File: src/rtl/rr_arb_pkg.sv
// Shared constants, FSM state type and one-hot helper for the 8-way round-robin arbiter.
package rr_arb_pkg;

    localparam int unsigned N_REQ = 8;
    localparam int unsigned IDX_W = 3;

    typedef enum logic {
        IDLE  = 1'b0,
        GRANT = 1'b1
    } arb_state_t;

    function automatic logic [N_REQ-1:0] idx_to_onehot(input logic [IDX_W-1:0] idx);
        return {{(N_REQ-1){1'b0}}, 1'b1} << idx;
    endfunction

endpackage

File: src/rtl/prio_enc8_3.sv
// Combinational 8-to-3 priority encoder: lowest set bit wins, valid_o when any bit is set.
module prio_enc8_3
    import rr_arb_pkg::*;
(
    input  logic [N_REQ-1:0] req_i,
    output logic [IDX_W-1:0] idx_o,
    output logic             valid_o
);

    // Scan upward and keep the first set bit found.
    always_comb begin
        idx_o   = '0;
        valid_o = 1'b0;
        for (int unsigned i = 0; i < N_REQ; i++) begin
            if (req_i[i] && !valid_o) begin
                idx_o   = IDX_W'(i);
                valid_o = 1'b1;
            end
        end
    end

endmodule

File: src/rtl/rr_arbiter8.sv
// 8-requester round-robin arbiter with registered one-hot grant and an idle gap between grants.
// Optional hold limit with timeout pulse is built when RR_ARB_TIMEOUT_EN is defined.
module rr_arbiter8
    import rr_arb_pkg::*;
#(
    parameter int unsigned MAX_HOLD = 15
) (
    input  logic             clk,
    input  logic             rst_n,
    input  logic [N_REQ-1:0] req,
    input  logic             done,
    output logic [N_REQ-1:0] gnt,
    output logic [IDX_W-1:0] gnt_idx,
    output logic             gnt_valid,
    output logic             timeout
);

    if (MAX_HOLD < 1 || MAX_HOLD > 255) begin : g_bad_max_hold
        $error("rr_arbiter8: MAX_HOLD must be in 1..255");
    end

    arb_state_t       state_q, state_d;
    logic [IDX_W-1:0] ptr_q, ptr_d;
    logic [IDX_W-1:0] idx_q, idx_d;
    logic [N_REQ-1:0] gnt_q, gnt_d;
    logic             valid_q, valid_d;
    logic             timeout_q, timeout_d;

    logic [N_REQ-1:0] req_rot;
    logic [IDX_W-1:0] enc_idx;
    logic             enc_valid;
    logic [IDX_W-1:0] sel_idx;
    logic             hold_expired;
    logic             rel;

`ifdef RR_ARB_TIMEOUT_EN
    localparam logic [7:0] HOLD_LAST = 8'(MAX_HOLD - 1);
    logic [7:0] hold_q, hold_d;

    assign hold_expired = (hold_q == HOLD_LAST);
`else
    assign hold_expired = 1'b0;
`endif

    // Rotate requests right by ptr so the encoder's lowest index is the current priority slot.
    always_comb begin
        req_rot = '0;
        for (int unsigned i = 0; i < N_REQ; i++) begin
            req_rot[i] = req[IDX_W'(i) + ptr_q];
        end
    end

    prio_enc8_3 u_enc (
        .req_i   (req_rot),
        .idx_o   (enc_idx),
        .valid_o (enc_valid)
    );

    // Undo the rotation; 3-bit addition wraps modulo 8.
    assign sel_idx = enc_idx + ptr_q;

    // Next-state and registered-output logic.
    always_comb begin
        state_d   = state_q;
        ptr_d     = ptr_q;
        idx_d     = idx_q;
        gnt_d     = gnt_q;
        valid_d   = valid_q;
        timeout_d = 1'b0;
        rel       = 1'b0;
`ifdef RR_ARB_TIMEOUT_EN
        hold_d    = hold_q;
`endif
        case (state_q)
            IDLE: begin
                if (enc_valid) begin
                    state_d = GRANT;
                    idx_d   = sel_idx;
                    gnt_d   = idx_to_onehot(sel_idx);
                    valid_d = 1'b1;
`ifdef RR_ARB_TIMEOUT_EN
                    hold_d  = '0;
`endif
                end
            end
            GRANT: begin
                // done and a dropped request take precedence over the hold limit
                if (done || !req[idx_q]) begin
                    rel = 1'b1;
                end else if (hold_expired) begin
                    rel       = 1'b1;
                    timeout_d = 1'b1;
                end else begin
`ifdef RR_ARB_TIMEOUT_EN
                    hold_d = hold_q + 8'd1;
`endif
                end
            end
            default: state_d = IDLE;
        endcase
        if (rel) begin
            state_d = IDLE;
            ptr_d   = idx_q + 1'b1;
            idx_d   = '0;
            gnt_d   = '0;
            valid_d = 1'b0;
        end
    end

    // State and output registers, cleared asynchronously by reset.
    always_ff @(posedge clk or negedge rst_n) begin
        if (!rst_n) begin
            state_q   <= IDLE;
            ptr_q     <= '0;
            idx_q     <= '0;
            gnt_q     <= '0;
            valid_q   <= 1'b0;
            timeout_q <= 1'b0;
        end else begin
            state_q   <= state_d;
            ptr_q     <= ptr_d;
            idx_q     <= idx_d;
            gnt_q     <= gnt_d;
            valid_q   <= valid_d;
            timeout_q <= timeout_d;
        end
    end

`ifdef RR_ARB_TIMEOUT_EN
    // Hold counter for the current owner.
    always_ff @(posedge clk or negedge rst_n) begin
        if (!rst_n) begin
            hold_q <= '0;
        end else begin
            hold_q <= hold_d;
        end
    end
`endif

    assign gnt       = gnt_q;
    assign gnt_idx   = idx_q;
    assign gnt_valid = valid_q;
    assign timeout   = timeout_q;

endmodule
File: config.mk
export PLATFORM = sky130hd
export DESIGN_NAME = rr_arbiter8
export DESIGN_NICKNAME = d
export VERILOG_FILES = /design/src/rtl/rr_arb_pkg.sv /design/src/rtl/prio_enc8_3.sv /design/src/rtl/rr_arbiter8.sv
export SDC_FILE = /design/constraint.sdc
export NUM_CORES = 1
export LEC_CHECK = 0
export CORE_MARGIN = 1.5
export CORE_UTILIZATION = 40
export DETAILED_ROUTE_END_ITERATION = 12
export GPL_TIMING_DRIVEN = 0
export SYNTH_ARGS = -nofsm -noshare
export SYNTH_HDL_FRONTEND = slang
export SYNTH_SLANG_ARGS = --single-unit
File: constraint.sdc
create_clock -name clk -period 4.6 [get_ports clk]
set_input_delay 0.46 -clock clk [delete_from_list [all_inputs] [get_ports clk]]
set_output_delay 0.46 -clock clk [all_outputs]
set_load 0.005 [all_outputs]
---- After elaboration in Yosys (flattened, before gate mapping) ----
Index checks and enable logic that the tools add are counted.
operators by class
  add/subtract/negate cells ............... 9
  multiply operators ...................... 0
  div/mod/pow operators ................... 0
  order comparisons ....................... 9
  equal/unequal tests ..................... 1
  shifts and indexed selects .............. 1
  multiplexer cells ....................... 47
  bitwise logic cells ..................... 0
  reductions and logical operators ........ 18
operators by type and width
  kind                   count
  $lt A3 B4 Y1 const B   9
  $bmux W1 S3            9
  $mux W1                26
  $mux W8                3
  $mux W3                7
  $add A3 B3 Y3 const A  4
  $logic_not A1 Y1       8
  $shl A1 B3 Y8 const A  1
  $logic_and A1 B1 Y1    7
  $add A2 B3 Y3 const A  2
  $mux W2                2
  $add A1 B3 Y3 const A  1
  $add A3 B1 Y3 const B  1
  $add A3 B3 Y3          1
  $ne A2 B1 Y1 const B   1
  $reduce_and A2 Y1      1
  $reduce_bool A2 Y1     1
  $logic_or A1 B1 Y1     1
word-level totals
  register bits after elaboration ......... 16
  latch bits .............................. 0
  bits in writable memories ............... 0
  bits in read-only memories .............. 0
  bits of input ports ..................... 11
  output and inout bits ................... 13
  memories kept ........................... 0

---- Logic depth before layout (Yosys ltp) ----
  depth after elaboration ................. 29
  gate-level depth with buffers ........... 17

---- By module ----
From an unflattened synthesis, not the netlist that was laid out.
unflattened totals
  cell total of the unflattened synthesis .. 116
  area total of the unflattened synthesis .. 1268.7 um^2
modules (own cells, without submodules)
  module       instances  cells each  area each (um^2)  seq. area each (um^2)
  rr_arbiter8  1          102         1186.1            400.4
  prio_enc8_3  1          14          82.6              0.0

---- Worst setup path before layout ----
Ideal clock, no wire load.
  kind .................................... register to register
  start ................................... reg ptr_q[1]
  end ..................................... reg gnt_q[0] (netlist: gnt[0])
  data arrival time ....................... 3.730 ns
  required time ........................... 4.510 ns
  path slack .............................. 0.780 ns
  stages on the path, launching flop included .. 18
  period minus slack after synthesis ...... 3.820 ns
  cell sequence ........................... dfrtp_1 -> buf_6 -> inv_1 -> ha_1 -> buf_2 -> mux2i_1 -> a22oi_1 -> a31oi_1 -> mux2i_1 -> or4_1 -> o221ai_1 -> o21a_1 -> ha_1 -> inv_1 -> fa_1 -> nor2b_1 -> nand2_1 -> o221ai_1
between the ends
  cells in the longest elaborated chain, start to end .. 29
RTL lines
  element                                                                 RTL line            RTL
  start, declared                                                         rr_arbiter8.sv:23   logic [IDX_W-1:0] ptr_q, ptr_d;
  start signal, assigned                                                  rr_arbiter8.sv:121  ptr_q <= ptr_d;
  parallel branches: the longest is 29 deep, another holds $add A1 B3 Y3  --
  end signal, assigned                                                    rr_arbiter8.sv:123  gnt_q <= gnt_d;
  end, declared                                                           rr_arbiter8.sv:25   logic [N_REQ-1:0] gnt_q, gnt_d;
Parallel ways; which one is timed is not known. The select of a mux whose other input is x is not followed.
A chain may end at the register's enable or synchronous reset.

---- Worst setup path after layout ----
  start ................................... reg ptr_q[1]
  end ..................................... reg gnt_q[4] (netlist: gnt[4])
The elaborated chain is that of the path after synthesis.

==> key figures <==
Final layout
  • Fillers: roughly 340
  • Layout area overhead: 24.8%
  • Antenna cells: 0
  • Share of layout cells above drive strength 1: 21.2%
  • Fin nets: 201

Synth
  • Combinational family with the most area after synthesis: multiplexers
  • Yosys warns: 0
  • EDFF count, synth: 0
  • Synth Net Count: 173
  • Post-synthesis sequential area ratio: 26.3%
  • Yosys top cell area share: 26.3%
  • Synth area leader: dfrtp_1
  • Post-synthesis adder-cell area fraction: 4.60%
  • Synth Instances: 157
  • Post-synthesis xor/xnor area fraction: 3.53%
  • Unique masters post-synth: 42
  • Synth area leaders: dfrtp_1 (26%), mux4_2 (8.9%), mux2i_1 (6.6%)
  • Avg Inst Size Synth: about 9.7 sq um
  • Post-synthesis compound-gate area fraction: 19.1%
  • Synthesized flop and latch total: 16
  • Asr flop ratio synth: 100%
  • Predominant post-synthesis flop cell: dfrtp_1
  • Mux contribution to synthesized area: 23.1%
  • Post-Synth Simple-Gate Area: 16.8%
  • Post-Syn Area: 0.00152 sq mm

Setup path
  • Worst path required time: 4.77 ns
  • Setup Crit Path Kind: reg -> reg
  • Crit path max-delay family: adder cells
  • CP arrival: ~4.4 ns
  • CP bufs+invs: 4
  • Worst-path cell chain: buf_6 > inv_1 > ha_1 > clkbuf_4 > mux2i_2 > a22oi_1 > a31oi_4 > mux2i_1 > or4_1 > o221ai_1 > o21a_1 > ha_1 > inv_1 > fa_2 > nor2b_1 > nand2_1 > o221ai_1
  • CP max FO: 10
  • Slowest cell on the critical path: fa_2
  • Setup crit start kind: flip-flop
  • CP Capture Type: flip-flop
  • Crit path from: ptr_q[1]
  • Slowest stage delay, CP: approximately 0.60 ns
  • RR Startpoint: ptr_q[1]

Power
  • Logic pwr share: just under 80%
  • Total power: 1.72 mW
  • P_int: 0.879 mW
  • Power Density: 904 mW/mm^2
  • Clk pwr share: 7.2%
  • VDD IR max: 452 uV
  • Sw Ratio: 48.8%
  • Net Switching: 0.840 mW
  • Lkg Pwr: 0.745 nW
  • Seq pwr share: 14.6%

Clock network
  • Clk slew on worst S/H paths: 0.06 ns
  • CTS tree: done
  • Root buf cell: clkbuf_8
  • H-tree depth: 1
  • CTS Buf Count: 3
  • Clock Latency Late Sink: 0.25 ns
  • CTS hold repair buffers: 0
  • Maximum clock path buffer count: 2
  • Clock sinks: 16

Floorplanning
  • DIE WIDTH: 64.7 um
  • Starting density of the core: 41.6%
  • Die area: 0.00419 sq mm
  • Die height: roughly 65 um
  • Core box area: 0.00366 sq mm
  • Num rows: 22
  • I/O pins: 24

Global route
  • Vias in the first global route: between 1000 and 1500
  • Gr ovfl total: 0
  • Pin count of the biggest net entering global routing: 17
  • GR Util All Layers: 20.0%
  • Initial antenna violation count: 0
  • First-pass GRT wire length: 6510 um

STA
  • Fin crit period: 4.24 ns
  • Part of the cycle the worst path needs: 92.2%
  • Final Max Slew Viols: 0
  • Fmax: roughly 0.24 GHz
  • Slew HR: 52.1%
  • Slew @ Worst Pin: 0.716 ns
  • Setup-failing EPs final: 0
  • Final hold slack: 0.480 ns
  • Hold Vio Cnt, Final: 0
  • Final TNS setup: 0 ns
  • RSZ-0062 raised after global routing: no
  • Setup Skew: approximately 0.0029 ns

Drt
  • 1st-iter DRT viols: 93
  • DRT Pass-1 Iters: 4
  • Wire per inst: 16.8 um
  • Total number of vias: approximately 1400
  • Via density: 5.89
  • Drt drc: 0
  • Final antenna-violating net count: 0
  • Final WL: 3910 um

Min path
  • Hold Crit Class: reg -> reg
  • Hold Crit Start: gnt_valid

Place
  • DP HPWL: 2890 um
  • PortBufs: 22
  • RD Place Congestion: 0.816

Outcome
  • Status: finished, final reports clean

Job
  • Max Cap Viol: 0
area by class of cell:
cell class                 count  area [sq um]  area share (%)
inverter                       8          30.0            1.58
timing repair buffer          23           228            12.0
buffer                         9          70.1            3.69
sequential                    16           400            21.1
multi-input combinational    124          1060            55.6
tap                           48          60.1            3.16
clock buffer                   4          55.1            2.90
stage by stage:
step | setup WS (ns) | area (sq um) | instances | utilization [%]
2_1_floorplan | 0.780 | 1520 | 157 | -
3_3_place_gp | 0.289 | 1800 | 227 | 49.2
3_5_place_dp | 0.238 | 1800 | 227 | 49.2
4_1_cts | 0.199 | 1860 | 231 | 50.8
5_1_grt | 0.0270 | 1900 | 232 | 51.9
6_report | 0.359 | 1900 | 232 | 51.9
cell families (layout without fill, tap and decap cells):
kind of cell | count (synthesis) | after routing
AO/OA/AOI/OAI | 35 | 35
buffers and inverters | 17 | 44
other | 1 | 1
AND/OR/NAND/NOR | 54 | 54
adder cells (fa/ha/maj) | 5 | 5
multiplexers | 25 | 25
XOR/XNOR | 4 | 4
flip-flops | 16 | 16
timing repair:
item,4_1_cts,5_1_grt
setup buffers,0,1
gates resized for setup,0,8
setup endpoints to repair,0,8
cells in the final DEF, fill, tap and decap left out, types with 2 or more instances in the layout:
master           netlist  routed
clkdlybuf4s50_1        0      22
dfrtp_1               16      16
nand3_1               15      15
nor2_1                14      14
nand2_1               13      13
o221ai_1              10      10
inv_1                  6       6
mux4_2                 6       6
mux2i_1               10       6
mux2i_2                0       4
nor2b_1                4       4
mux2_1                 4       4
mux2_2                 4       4
a21oi_1                4       4
ha_1                   4       4
clkbuf_8               0       4
buf_6                  3       3
a22oi_1                3       3
nor3_1                 3       3
xor2_1                 3       3
o21ai_1                3       3
buf_4                  2       3
buf_2                  3       2
inv_2                  2       2
a221oi_2               2       2
or3b_2                 2       2
o311a_1                2       2
o22ai_1                2       2
power groups by stage:
stage	Sequential [mW]	Clock (mW)	Combinational, mW
floorplan	0.243	0	0.988
global placement	0.251	0	1.25
detailed placement	0.253	0	1.28
CTS	0.251	0.126	1.28
global route	0.259	0.133	1.50
finish	0.250	0.123	1.35
synthesized netlist by cell type, drive strengths merged (3+ instances only):
library cell	number
dfrtp	16
nand3	15
nor2	14
nand2	13
mux2i	10
o221ai	10
buf	8
inv	8
mux2	8
mux4	7
a21oi	4
ha	4
nor2b	4
o21ai	4
a22oi	3
nor3	3
xor2	3
flip-flops by register name, summed over array words and instances, names as in the netlist:
| register | cells |
|---|---|
| gnt | 8 |
| gnt_idx | 3 |
| ptr_q | 3 |
| gnt_valid | 1 |
| state_q | 1 |
worst paths after layout:
check                      slack (ns)   endpoint  cells past startpoint
setup / recovery                 0.36     gnt[4]                     17
hold / removal                   0.48  gnt_valid                      2
setup reg to reg                 0.36     gnt[4]                     17
hold reg to reg                  0.48  gnt_valid                      2
max in group asynchronous        3.51   ptr_q[2]                      1
min in group asynchronous        0.64     gnt[4]                      1
metal layers:
metal	GRT usage, %	wire (um)	vias to the layer above
li1	-	-	655
met3	1.39	148	5
met1	24.9	1710	663
met5	0	0	-
met2	36.7	2010	43
met4	5.59	45	0
worst min-delay path, delay by kind of cell (launching register included):
| family | cells | cell delay [ns] |
|---|---|---|
| simple gates | 2 | 0.10 |
| flops | 1 | 0.35 |
No activity file was read; power rests on OpenSTA's default activity.
